## config.mk

```make
export PLATFORM = sky130hd
export DESIGN_NAME = picoblaze_io_bank_flat
export DESIGN_NICKNAME = d
export VERILOG_FILES = /design/src/rtl/picoblaze_io_pkg.sv /design/src/rtl/picoblaze_io_bank_if.sv /design/src/rtl/picoblaze_io_timer.sv /design/src/rtl/picoblaze_io_bank.sv /design/src/flat_wrapper.sv
export SDC_FILE = /design/constraint.sdc
export NUM_CORES = 1
export LEC_CHECK = 0
export CORE_UTILIZATION = 50
export DETAILED_ROUTE_END_ITERATION = 10
export PLACE_DENSITY = 0.82
export SYNTH_ARGS = -nofsm -noshare
export SYNTH_HDL_FRONTEND = slang
export SYNTH_SLANG_ARGS = --single-unit
```

## constraint.sdc

```tcl
create_clock -name clk -period 3.2 [get_ports clk]
set_input_delay 0.8 -clock clk [delete_from_list [all_inputs] [get_ports clk]]
set_output_delay 0.8 -clock clk [all_outputs]
set_load 0.005 [all_outputs]
```

## src/rtl/picoblaze_io_pkg.sv

```systemverilog
// Shared definitions for the PicoBlaze I/O bank: data and timer widths, timer
// register offsets, CTRL bit positions and the STATUS layout.
package picoblaze_io_pkg;

  localparam int unsigned DATA_W = 8;
  localparam int unsigned TMR_W  = 24;

  // Timer register offsets relative to TMR_BASE
  localparam logic [1:0] TMR_OFS_RL0  = 2'd0;
  localparam logic [1:0] TMR_OFS_RL1  = 2'd1;
  localparam logic [1:0] TMR_OFS_RL2  = 2'd2;
  localparam logic [1:0] TMR_OFS_CTRL = 2'd3;

  // CTRL write bits
  localparam int unsigned CTRL_EN_BIT      = 0;
  localparam int unsigned CTRL_COMMIT_BIT  = 1;
  localparam int unsigned CTRL_CLR_OVR_BIT = 2;

  // Timer register write request from the address decoder
  typedef struct packed {
    logic              we;
    logic [1:0]        ofs;
    logic [DATA_W-1:0] data;
  } tmr_wr_t;

  // Timer status flags; field order is the STATUS bit order (ovr=2, irq=1, en=0)
  typedef struct packed {
    logic ovr;
    logic irq;
    logic en;
  } tmr_stat_t;

  function automatic logic [DATA_W-1:0] status_byte(input tmr_stat_t s);
    return {5'b0_0000, s};
  endfunction

endpackage

```

## src/rtl/picoblaze_io_bank_if.sv

```systemverilog
// PicoBlaze port bus. master = processor side, slave = I/O bank side.
//   port_id/out_port/write_strobe/read_strobe : processor -> bank
//   in_port                                   : registered read data
//   interrupt/interrupt_ack                   : level request and acknowledge
interface picoblaze_io_bank_if;
  import picoblaze_io_pkg::*;

  logic [DATA_W-1:0] port_id;
  logic              write_strobe;
  logic [DATA_W-1:0] out_port;
  logic              read_strobe;
  logic [DATA_W-1:0] in_port;
  logic              interrupt;
  logic              interrupt_ack;

  modport master (
    output port_id, write_strobe, out_port, read_strobe, interrupt_ack,
    input  in_port, interrupt
  );

  modport slave (
    input  port_id, write_strobe, out_port, read_strobe, interrupt_ack,
    output in_port, interrupt
  );

endinterface

```

## src/rtl/picoblaze_io_timer.sv

```systemverilog
// Periodic timer with staged/active reload, level interrupt and sticky overrun.
//   clk, reset_n : clock, synchronous active-low reset
//   wr_i         : decoded write to a timer register (offset + data)
//   ack_i        : interrupt acknowledge strobe
//   staged_o     : staged reload value (for read-back)
//   stat_o       : registered enable / interrupt / overrun flags
module picoblaze_io_timer
  import picoblaze_io_pkg::*;
#(
  parameter logic [TMR_W-1:0] RESET_RELOAD = '1
) (
  input  logic             clk,
  input  logic             reset_n,
  input  tmr_wr_t          wr_i,
  input  logic             ack_i,
  output logic [TMR_W-1:0] staged_o,
  output tmr_stat_t        stat_o
);

  logic [TMR_W-1:0] staged_q, staged_d;
  logic [TMR_W-1:0] active_q, active_d;
  logic [TMR_W-1:0] cnt_q, cnt_d;
  logic             en_q, en_d;
  logic             irq_q, irq_d;
  logic             ovr_q, ovr_d;
  logic             ctrl_wr_c, commit_c, clr_ovr_c, tick_c;

  // State registers
  always_ff @(posedge clk) begin
    if (!reset_n) begin
      staged_q <= RESET_RELOAD;
      active_q <= RESET_RELOAD;
      cnt_q    <= RESET_RELOAD;
      en_q     <= 1'b1;
      irq_q    <= 1'b0;
      ovr_q    <= 1'b0;
    end else begin
      staged_q <= staged_d;
      active_q <= active_d;
      cnt_q    <= cnt_d;
      en_q     <= en_d;
      irq_q    <= irq_d;
      ovr_q    <= ovr_d;
    end
  end

  // Register writes, countdown, tick, interrupt and overrun
  always_comb begin
    staged_d = staged_q;
    active_d = active_q;
    cnt_d    = cnt_q;
    en_d     = en_q;
    irq_d    = irq_q;
    ovr_d    = ovr_q;
    tick_c   = 1'b0;

    ctrl_wr_c = wr_i.we && (wr_i.ofs == TMR_OFS_CTRL);
    commit_c  = ctrl_wr_c && wr_i.data[CTRL_COMMIT_BIT];
    clr_ovr_c = ctrl_wr_c && wr_i.data[CTRL_CLR_OVR_BIT];

    if (wr_i.we) begin
      case (wr_i.ofs)
        TMR_OFS_RL0:  staged_d[7:0]   = wr_i.data;
        TMR_OFS_RL1:  staged_d[15:8]  = wr_i.data;
        TMR_OFS_RL2:  staged_d[23:16] = wr_i.data;
        TMR_OFS_CTRL: en_d            = wr_i.data[CTRL_EN_BIT];
        default:      ;
      endcase
    end

    // A commit overrides the countdown, including the cycle that would tick
    if (commit_c) begin
      active_d = staged_q;
      cnt_d    = staged_q;
    end else if (en_q) begin
      if (cnt_q == '0) begin
        tick_c = 1'b1;
        cnt_d  = active_q;
      end else begin
        cnt_d = cnt_q - TMR_W'(1);
      end
    end

    // Set wins over clear for both flags
    if (clr_ovr_c)                  ovr_d = 1'b0;
    if (tick_c && irq_q && !ack_i)  ovr_d = 1'b1;
    if (ack_i)                      irq_d = 1'b0;
    if (tick_c)                     irq_d = 1'b1;
  end

  assign staged_o   = staged_q;
  assign stat_o.ovr = ovr_q;
  assign stat_o.irq = irq_q;
  assign stat_o.en  = en_q;

endmodule

```

## src/rtl/picoblaze_io_bank.sv

```systemverilog
// PicoBlaze I/O bank: output registers, synchronized input ports, a periodic
// interrupt timer and the registered read mux, all fully address-decoded.
//   clk, reset_n : clock, synchronous active-low reset
//   bus          : PicoBlaze port bus (slave side)
//   in_data      : NUM_IN asynchronous 8-bit input ports, port i at [8i+7:8i]
//   out_data     : NUM_OUT 8-bit output registers, register i at [8i+7:8i]
module picoblaze_io_bank
  import picoblaze_io_pkg::*;
#(
  parameter int unsigned CLK_FREQ_HZ = 250000,
  parameter int unsigned NUM_OUT     = 4,
  parameter int unsigned NUM_IN      = 2,
  parameter logic [7:0]  OUT_BASE    = 8'h10,
  parameter logic [7:0]  IN_BASE     = 8'h00,
  parameter logic [7:0]  TMR_BASE    = 8'hF0
) (
  input  logic                  clk,
  input  logic                  reset_n,
  picoblaze_io_bank_if.slave    bus,
  input  logic [NUM_IN*8-1:0]   in_data,
  output logic [NUM_OUT*8-1:0]  out_data
);

  localparam logic [TMR_W-1:0] RESET_RELOAD = TMR_W'(CLK_FREQ_HZ - 1);

  logic [NUM_OUT*8-1:0] out_q, out_d;
  logic [NUM_IN*8-1:0]  sync1_q, sync2_q;
  logic [DATA_W-1:0]    in_port_q, in_port_d;
  logic [DATA_W-1:0]    tmr_ofs_c;
  logic                 tmr_hit_c;
  tmr_wr_t              tmr_wr_c;
  logic [TMR_W-1:0]     staged;
  tmr_stat_t            stat;
  logic                 unused_c;

  // Reads are decoded every cycle regardless of the strobe
  assign unused_c = bus.read_strobe;

  // Timer window match; 8-bit wrap keeps the decode exact for any base
  assign tmr_ofs_c = DATA_W'(bus.port_id - TMR_BASE);
  assign tmr_hit_c = (tmr_ofs_c < DATA_W'(4));

  assign tmr_wr_c.we   = bus.write_strobe && tmr_hit_c;
  assign tmr_wr_c.ofs  = tmr_ofs_c[1:0];
  assign tmr_wr_c.data = bus.out_port;

  picoblaze_io_timer #(
    .RESET_RELOAD (RESET_RELOAD)
  ) u_timer (
    .clk      (clk),
    .reset_n  (reset_n),
    .wr_i     (tmr_wr_c),
    .ack_i    (bus.interrupt_ack),
    .staged_o (staged),
    .stat_o   (stat)
  );

  // Output register writes
  always_comb begin
    out_d = out_q;
    if (bus.write_strobe) begin
      for (int unsigned i = 0; i < NUM_OUT; i++) begin
        if (bus.port_id == 8'(32'(OUT_BASE) + i)) out_d[i*8 +: 8] = bus.out_port;
      end
    end
  end

  // Read mux: synchronized inputs, output register read-back, timer registers
  always_comb begin
    in_port_d = '0;
    for (int unsigned i = 0; i < NUM_IN; i++) begin
      if (bus.port_id == 8'(32'(IN_BASE) + i)) in_port_d = sync2_q[i*8 +: 8];
    end
    for (int unsigned i = 0; i < NUM_OUT; i++) begin
      if (bus.port_id == 8'(32'(OUT_BASE) + i)) in_port_d = out_q[i*8 +: 8];
    end
    if (tmr_hit_c) begin
      case (tmr_ofs_c[1:0])
        TMR_OFS_RL0:  in_port_d = staged[7:0];
        TMR_OFS_RL1:  in_port_d = staged[15:8];
        TMR_OFS_RL2:  in_port_d = staged[23:16];
        TMR_OFS_CTRL: in_port_d = status_byte(stat);
        default:      ;
      endcase
    end
  end

  always_ff @(posedge clk) begin
    if (!reset_n) begin
      out_q     <= '0;
      sync1_q   <= '0;
      sync2_q   <= '0;
      in_port_q <= '0;
    end else begin
      out_q     <= out_d;
      sync1_q   <= in_data;
      sync2_q   <= sync1_q;
      in_port_q <= in_port_d;
    end
  end

  assign out_data      = out_q;
  assign bus.in_port   = in_port_q;
  assign bus.interrupt = stat.irq;

endmodule
```

## src/flat_wrapper.sv

```systemverilog
// flat-port wrapper written by rule: the top's interface ports become plain ports
module picoblaze_io_bank_flat import picoblaze_io_pkg::*;
#(
  parameter int unsigned CLK_FREQ_HZ = 250000,
  parameter int unsigned NUM_OUT     = 4,
  parameter int unsigned NUM_IN      = 2,
  parameter logic [7:0]  OUT_BASE    = 8'h10,
  parameter logic [7:0]  IN_BASE     = 8'h00,
  parameter logic [7:0]  TMR_BASE    = 8'hF0
)
  (clk, reset_n, in_data, out_data, bus_port_id, bus_write_strobe, bus_out_port, bus_read_strobe, bus_interrupt_ack, bus_in_port, bus_interrupt);
  picoblaze_io_bank_if bus_i ();
  input  logic clk;
  input  logic reset_n;
  input  logic [NUM_IN*8-1:0] in_data;
  output logic [NUM_OUT*8-1:0] out_data;
  input wire logic [$bits(bus_i.port_id)-1:0] bus_port_id;
  input wire logic [$bits(bus_i.write_strobe)-1:0] bus_write_strobe;
  input wire logic [$bits(bus_i.out_port)-1:0] bus_out_port;
  input wire logic [$bits(bus_i.read_strobe)-1:0] bus_read_strobe;
  input wire logic [$bits(bus_i.interrupt_ack)-1:0] bus_interrupt_ack;
  output wire logic [$bits(bus_i.in_port)-1:0] bus_in_port;
  output wire logic [$bits(bus_i.interrupt)-1:0] bus_interrupt;
  assign bus_i.port_id = bus_port_id;
  assign bus_i.write_strobe = bus_write_strobe;
  assign bus_i.out_port = bus_out_port;
  assign bus_i.read_strobe = bus_read_strobe;
  assign bus_i.interrupt_ack = bus_interrupt_ack;
  assign bus_in_port = bus_i.in_port;
  assign bus_interrupt = bus_i.interrupt;
  picoblaze_io_bank #(.CLK_FREQ_HZ(CLK_FREQ_HZ), .NUM_OUT(NUM_OUT), .NUM_IN(NUM_IN), .OUT_BASE(OUT_BASE), .IN_BASE(IN_BASE), .TMR_BASE(TMR_BASE)) u_core (.clk(clk), .reset_n(reset_n), .bus(bus_i), .in_data(in_data), .out_data(out_data));
endmodule
```

After elaboration in Yosys (flattened, before gate mapping):

Index checks and enable logic that the tools add are counted.

* bits of input ports: 37
* word-level logic and storage cells: 65
* output and inout bits: 41
* register bits after elaboration: 147

* muxes and demuxes: 18
* magnitude comparators: 1
* equal/unequal tests: 8
* reductions and logical operators: 21
* add/subtract/negate cells: 2

Operator list (number)
* $mux W24: 3
* $mux W8: 7
* $eq A8 B5 Y1 const B: 4
* $pmux W8 S4: 1
* $logic_not A24 Y1: 1
* $sub A24 B1 Y24 const B: 1
* $reduce_and A2 Y1: 8
* $eq A8 B1 Y1 const B: 1
* $logic_not A8 Y1: 1
* $lt A8 B3 Y1 const B: 1
* $sub A8 B8 Y8 const B: 1
* $mux W1: 7
* $logic_and A1 B1 Y1: 6
* $reduce_bool A2 Y1: 3
* $eq A2 B2 Y1 const B: 2
* $eq A2 B1 Y1 const B: 1
* $logic_not A2 Y1: 1
* $logic_not A1 Y1: 1

Logic depth before layout (Yosys ltp):

Gate-level depths: netlist of run 1.

* word-level depth: 9
* gate-level depth with buffers: 8
* gate-level depth less buffers: 7

Hierarchy:

Synthesis of run 1 repeated with hierarchy kept, for this count alone.

* cell total of the unflattened synthesis: 758
* area total of the unflattened synthesis: 6737.7 µm²

By module, submodules not included
* picoblaze_io_timer: instances 1, cells an instance 463, area an instance 3624.7 µm², seq. area each 1501.4 µm²
* picoblaze_io_bank: instances 1, cells an instance 295, area an instance 3113.0 µm², seq. area each 1441.4 µm²

Worst setup path after synthesis of run 1:

OpenSTA, ideal clock, no wires.

* path type: input-to-reg
* from: input bus_port_id[2]
* to: register u_core.u_timer.staged_q[12] (netlist: u_core.u_timer.staged_o[12])
* data required time: 3.071 ns
* cell stages on the path: 6
* buffers on the path: 1
* setup time: 0.129 ns
* setup slack: 0.822 ns
* arrival: 2.248 ns
* cells stage by stage: nor3b_2 -> nand3_1 -> or3b_2 -> clkbuf_1 -> mux2i_1 -> nand2_1

* longest elaborated chain between the ends: 4

RTL lines
* start: declaration: line flat_wrapper.sv:17 `input wire logic [$bits(bus_i.port_id)-1:0] bus_port_id;`
* $sub A8 B8 Y8: line picoblaze_io_bank.sv:40 `assign tmr_ofs_c = DATA_W'(bus.port_id - TMR_BASE);`
* $lt A8 B3 Y1: line picoblaze_io_bank.sv:41 `assign tmr_hit_c = (tmr_ofs_c < DATA_W'(4));`
* $logic_and A1 B1 Y1: line picoblaze_io_bank.sv:43 `assign tmr_wr_c.we = bus.write_strobe && tmr_hit_c;`
* $reduce_and A2 Y1 (no source line)
* end signal: assignment: line picoblaze_io_timer.sv:38 `staged_q <= staged_d;`
* end: declaration: line picoblaze_io_timer.sv:20 `logic [TMR_W-1:0] staged_q, staged_d;`

Every way passes these cells.
A chain may end at the register's enable or synchronous reset.

Worst setup path in the final report of run 1:

* from: register u_core.u_timer.cnt_q[17]
* to: register u_core.u_timer.cnt_q[8]

* longest elaborated chain between the ends: 4

RTL lines
* start: declaration: line picoblaze_io_timer.sv:22 `logic [TMR_W-1:0] cnt_q, cnt_d;`
* start signal: assignment: line picoblaze_io_timer.sv:40 `cnt_q <= cnt_d;`
* $logic_not A24 Y1: line picoblaze_io_timer.sv:76 `if (cnt_q == '0) begin`
* $mux W24: line picoblaze_io_timer.sv:76
* $mux W24: line picoblaze_io_timer.sv:75 `end else if (en_q) begin`
* $mux W24: line picoblaze_io_timer.sv:72 `if (commit_c) begin`

Every way passes these cells. The select of a mux whose other input is x is not followed.

==> metrics.md, run 1 <==
| Metric | Value |
|---|---|
| Initial Utilization | 51.39% |
| Yosys cell types | 66 |
| Relative slew slack | 46.35% |
| R2R setup slack | 490 ps |
| Vias in the first global route | 5,743 |
| Total chip power | 4.044 mW |
| CTS Buf Count | 17 |
| Global-route wire length before repair | 29,440 um |
| Post-Layout Cell Count | 982 |
| FMAX | 0.3692 GHz |
| Longest Clk Path Bufs | 2 |
| Core Area | 12,670 um2 |
| Placed insts | 950 |
| Initial DRC Count | 656 |
| Clk_lat worst skew | 430 ps |
| Post_cts resized | 0 |
| Initial antenna violation count | 0 |
| Top cells by count, synth | dfxtp_1, nand2_1, nor2_1 |
| Share of layout cells above drive strength 1 | 10.49% |
| Crit end category | flip-flop |
| Drt pass-1 iters | 5 |
| TritonCTS clock tree | yes |
| DR DRC count | 0 |
| Endpoints failing setup | 0 |
| Worst Path Class, Setup | reg2reg |
| Post-synth EDFFs | 0 |
| Row count | 41 |
| Post-DP HPWL | 12,720 um |
| Syn avg cell area | 8.956 um2 |
| DRT Wirelength | 18,580 um |
| Post-CTS Setup Inserts | 0 |
| Crit path launch | u_core.u_timer.cnt_q[17]$_SDFFE_PN1P_ |
| WHS Endpoint | u_core.sync2_q[11]$_SDFF_PN0_ |
| Top_reg_cell synth | dfxtp_1 |
| Total negative slack | 0 ps |
| IO Count | 78 |
| GP Congestion | 0.9226 |
| Layout Skew | 6.690 ps |
| Final Hold Fails | 0 |
| Total grt overflow | 0 |
| Fin nets | 836 |
| H-tree depth | 4 |
| Ys async rst share | 0% |
| Status | completed |
| Root Driver | clkbuf_16 |
| GRT Max-Usage Layer | met2 |
| Unrepaired setup endpoints after global routing | no |
| M2 GR Usage | 46.11% |
| Final cycle utilization of the critical path | 84.65% |
| Non-Filler Cell Area, Final | 8104 um2 |
| Most frequent cell after synthesis | dfxtp_1 |
| Synth Cell Area | 6511 um2 |
| Sink Count | 147 |
| Critical Path RT | 3570 ps |
| Pin count of the biggest net entering global routing | 57 |
| Worst reg2reg path startpoint | u_core.u_timer.cnt_q[17]$_SDFFE_PN1P_ |
| Ant diodes | 0 |
| Synth area leader | dfxtp_1 |
| Pins Over Slew Limit | 0 |
| HP Class | reg2reg |
| Die Area | 13,480 um2 |
| Gr usage total | 28.77% |
| Startpoint Class | flip-flop |
| Reg-to-reg endpoint | u_core.u_timer.cnt_q[8]$_SDFFE_PN0P_ |
| Placed Area | 7516 um2 |
| Cells after Synth | 727 |
| FF+latch count, synth | 147 |
| Post-DR wirelength/cell | 18.92 um |
| Chip Width | 116.1 um |
| Pwr Density | 499.0 nW/um2 |
| GR Layer Usage met3 | 7.473% |
| Post-CTS Hold Fix Bufs | 0 |
| Peak VDD IR | 374.3 uV |
| Ys Warns | 0 |
| Die Span Y | 116.1 um |
| Main area contributors after synthesis | dfxtp_1, mux2i_1, nand2_1 |
| Worst Max-Slew Pin Slew | 794.3 ps |
| Area delta synth->final | 24.46% |
| Worst-path clk slew | 70 ps |
| Worst r2r path cells | 5 |
| Seq/Total Area, Yosys | 45.20% |
| Vias/cell | 6.091 |
| Crit path DAT | 3070 ps |
| Syn_nets | 766 |
| Static leakage | 3.048 nW |
| Routing usage on met1 | 36.29% |
| Crit-path max FO | 9 |
| Hold depth | 1 |
| Max-cap check violation count | 0 |
| Min cycle time layout | 2709 ps |
| HP Start | u_core.sync1_q[11]$_SDFF_PN0_ |
| # port buffers | 76 |
| Final ANT Viol Nets | 0 |
| Share of the synthesized area in the top cell type | 45.20% |
| Via count | 5,981 |
| Finished Core Util | 63.96% |
==> through the flow <==
stage	worst slack, ps	hold slack [ps]
finish	491.3	426.8
CTS	594.4	430.7
global placement	253.0	416.2
detailed placement	169.8	417.7
floorplan	822.5	411.9
global route	396.1	444.0
==> cell usage in the layout (no fill, tap or decap), types with 4 or more instances in the layout <==
cell and n:
a41oi_1 5, buf_12 4, clkdlybuf4s50_1 75, nand2b_1 5, or3_1 5, nand2_1 96, o211ai_1 8, dfxtp_1 147
mux4_2 10, a21o_1 6, nand3_1 15, inv_8 5, clkbuf_16 17, nor4_1 4, a22oi_1 8, nor2_1 64
buf_4 17, nand4_1 10, and3_1 11, a21oi_1 48, nor3_1 21, o21ai_0 24, a211oi_1 5, o21a_1 6
o32ai_1 7, and2_1 34, inv_6 5, mux2i_1 47, a31oi_1 4, o31ai_1 12, o22ai_1 8, inv_1 10
==> report_power, final <==
part | switching [mW] | internal (mW)
combinational | 0.108 | 0.0921
clock | 0.870 | 1.11
sequential | 0.0110 | 1.85
total | 0.990 | 3.05
==> layout make-up <==
class                   count  area (um2)
clock inverters            15       162.7
clock buffers              17       425.4
flip-flops and latches    147        2943
repair buffers             97       963.4
multi-input cells         521        3346
inverters                  13       48.80
well taps                 172       215.2
fillers                  1023        4567
==> cells by family after synthesis <==
logic type | Yosys count | synth area share [%]
AOI/OAI and AO/OA | 160 | 16.16
DFF | 147 | 45.20
xor gates and xnor gates | 4 | 0.5381
muxes | 58 | 10.86
and+or+nand+nor | 297 | 23.35
buffers and inverters | 59 | 3.517
adders and majority gates | 2 | 0.3843
==> worst max-delay path, stage by stage (launching register included) <==
cell and delay [ps]:
dfxtp_1 390, nor4_2 650, nand4_2 400, or2_0 530, a2111oi_1 510, a31o_1 160
==> how the worst max path moves through the flow <==
stage / cells after the start / endpoint / slack, ps
after CTS: 5 / u_core.u_timer.cnt_q[8]$_SDFFE_PN0P_ / 590
after global placement: 6 / u_core.u_timer.staged_o[17]$_SDFFE_PN1P_ / 250
after floorplan: 6 / u_core.u_timer.staged_o[12]$_SDFFE_PN1P_ / 820
after detailed placement: 6 / u_core.u_timer.staged_o[16]$_SDFFE_PN1P_ / 170
final: 5 / u_core.u_timer.cnt_q[8]$_SDFFE_PN0P_ / 490
after global routing: 5 / u_core.u_timer.cnt_q[8]$_SDFFE_PN0P_ / 400
==> flip-flops by register name, summed over array words and instances (netlist names) <==
signal                   cells
u_core.u_timer.active_q     24
u_core.u_timer.ovr_q         1
u_core.u_timer.irq_q         1
u_core.sync2_q              16
u_core.u_timer.cnt_q        24
u_core.sync1_q              16
u_core.u_timer.en_q          1
u_core.bus.in_port           8
u_core.u_timer.staged_o     24
u_core.out_data             32
==> layer usage <==
metal	wire length [um]	vias to the layer above	share of wire (%)
met5	0	-	0
met4	599	0	3.2
met3	1596	46	8.6
met2	8709	296	47
met1	7675	2880	41
li1	-	2759	-
No activity file was read; power rests on OpenSTA's default activity.
==> inputs of run 2 (changes only) <==
==> constraint.sdc (replaced) <==
create_clock -name clk -period 2.5 [get_ports clk]
set_input_delay 0.625 -clock clk [delete_from_list [all_inputs] [get_ports clk]]
set_output_delay 0.625 -clock clk [all_outputs]
set_load 0.005 [all_outputs]
==> metrics.md, run 2 (same netlist as run 1, synthesis figures left out) <==
| Metric | Value |
|---|---|
| Post-CTS Hold Fix Bufs | 0 (unchanged) |
| Vias/cell | 6.091 (about the same) |
| DRT Wirelength | 19,960 um (was 18,580 um) |
| Root Driver | clkbuf_16 (unchanged) |
| Static leakage | 3.261 nW (was 3.048 nW) |
| Peak VDD IR | 534.5 uV (was 374.3 uV) |
| Unrepaired setup endpoints after global routing | no (unchanged) |
| Area delta synth->final | 29.29% (was 24.46%) |
| Total grt overflow | 0 (unchanged) |
| FILL cells | 960 (was 1,023) |
| Share of layout cells above drive strength 1 | 15.40% (was 10.49%) |
| Internal power | 3.909 mW (was 3.054 mW) |
| CTS Buf Count | 17 (unchanged) |
| IO Count | 78 (unchanged) |
| Chip Width | 116.1 um (unchanged) |
| FMAX | 0.4425 GHz |
| Final cycle utilization of the critical path | 90.40% |
| Post-DR wirelength/cell | 19.40 um (was 18.92 um) |
| Switching Fraction | 24.56% (was 24.47%) |
| Via count | 6,268 (was 5,981) |
| Status | completed (unchanged) |
| Row count | 41 (unchanged) |
| Commonest cells after routing, fill and taps aside | dfxtp_1, nand2_1, clkdlybuf4s50_1 (unchanged) |
| Worst Path Class, Setup | in2reg (was reg2reg) |
| # port buffers | 76 (unchanged) |
| Clock power share | 48.8% (was 48.9%) |
| HP Class | reg2reg (unchanged) |
| Longest Clk Path Bufs | 2 (unchanged) |
| DR DRC count | 0 (unchanged) |
| Layout Skew | 7.536 ps (was 6.690 ps) |
| Initial antenna violation count | 0 (unchanged) |
| TritonCTS clock tree | yes (unchanged) |
| Finished Core Util | 66.44% (was 63.96%) |
| Non-Filler Cell Area, Final | 8418 um2 (was 8104 um2) |
| R2R setup slack | 270 ps (was 490 ps) |
| GP Congestion | 0.9685 (was 0.9226) |
| Final ANT Viol Nets | 0 (unchanged) |
| Post-DP HPWL | 13,730 um (was 12,720 um) |
| Pwr Density | 615.5 nW/um2 (was 499.0 nW/um2) |
| Core Area | 12,670 um2 (unchanged) |
| Post-CTS Setup Inserts | 0 (unchanged) |
| Seq pwr share | 46.0% (was 46.1%) |
| Vias in the first global route | 5,982 (was 5,743) |
| Gr usage total | 31.27% (was 28.77%) |
| Endpoints failing setup | 0 (unchanged) |
| Critical Path RT | 2850 ps (was 3570 ps) |
| Ant diodes | 0 (unchanged) |
| Crit path DAT | 2610 ps (was 3070 ps) |
| Min cycle time layout | 2260 ps |
| Final Hold Fails | 0 (unchanged) |
| Fin nets | 883 (was 836) |
| Pin count of the biggest net entering global routing | 85 (was 57) |
| Comb pwr share | 5.2% (was 5.0%) |
| Placed Area | 7831 um2 (was 7516 um2) |
| Crit-path max FO | 8 (was 9) |
| Pins Over Slew Limit | 0 (unchanged) |
| Drt pass-1 iters | 5 (unchanged) |
| Most common cell after layout, fill and taps aside | dfxtp_1 (unchanged) |
| Global-route wire length before repair | 31,540 um (was 29,440 um) |
| Max-cap check violation count | 0 (unchanged) |
| Net Sw Power | 1.273 mW (was 989.6 uW) |
| Startpoint Class | primary input (was flip-flop) |
| Initial Utilization | 51.39% (unchanged) |
| Worst Max-Slew Pin Slew | 639.5 ps (was 794.3 ps) |
| Post_cts resized | 0 (unchanged) |
| Die Span Y | 116.1 um (unchanged) |
| Clk_lat worst skew | 430 ps (about the same) |
| Crit end category | flip-flop (unchanged) |
| H-tree depth | 4 (unchanged) |
| Largest register FFs | 32 (unchanged) |
| Die Area | 13,480 um2 (unchanged) |
| Sink Count | 147 (unchanged) |
| Relative slew slack | 57.02% (was 46.35%) |
| Initial DRC Count | 612 (was 656) |
| Worst-path clk slew | 60 ps (was 70 ps) |
run 2: cell type report:
class | instances | area [um2] | area share, %
multi-input cells | 521 | 3346 | 39.74
clock inverters | 15 | 161.4 | 1.917
inverters | 13 | 48.80 | 0.5797
repair buffers | 144 | 1279 | 15.19
clock buffers | 17 | 425.4 | 5.054
well taps | 172 | 215.2 | 2.556
flip-flops and latches | 147 | 2943 | 34.96
run 2: metrics by stage:
stage	setup WS, ps	instances	TNS [ps]	hold WS (ps)	total power [mW]
after floorplan	297.5	727	0	411.9	2.563
after global placement	-53.21	997	-147.1	414.9	2.693
after detailed placement	-76.91	997	-1414	416.9	2.701
after CTS	288.4	1029	0	433.1	5.190
after global routing	166.4	1029	0	445.2	5.326
final	239.9	1029	0	433.0	5.182
run 2: metal layers:
layer | global-route usage [%] | vias to the layer above | part of all wire (%)
met3 | 7.525 | 76 | 8.5
met4 | 16.84 | 0 | 4.4
met5 | 0 | - | 0
li1 | - | 2861 | -
met1 | 40.36 | 2982 | 41
met2 | 48.53 | 349 | 46
run 2: power groups by stage:
stage	Combinational (mW)	Sequential, mW	Clock, mW
after global placement	0.256	2.44	0
after detailed placement	0.263	2.44	0
final	0.268	2.39	2.53
after CTS	0.263	2.39	2.54
after floorplan	0.129	2.43	0
after global routing	0.285	2.39	2.65
run 2: path summary, 6_finish.rpt:
check                                       start                                    end  depth (start not counted)
max                                bus_port_id[2]        u_core.out_data[7]$_SDFFE_PN0P_                          8
min                  u_core.sync1_q[7]$_SDFF_PN0_           u_core.sync2_q[7]$_SDFF_PN0_                          1
max reg2reg  u_core.u_timer.cnt_q[0]$_SDFFE_PN1P_  u_core.u_timer.cnt_q[22]$_SDFFE_PN0P_                          6
min reg2reg          u_core.sync1_q[7]$_SDFF_PN0_           u_core.sync2_q[7]$_SDFF_PN0_                          1
run 2: critical path, cell delays in order:
cell and delay (ps):
clkdlybuf4s50_1 440, or2_2 350, buf_4 150, nor3b_2 210, buf_4 170, and3_1 340, nand2_1 120, a21oi_1 190
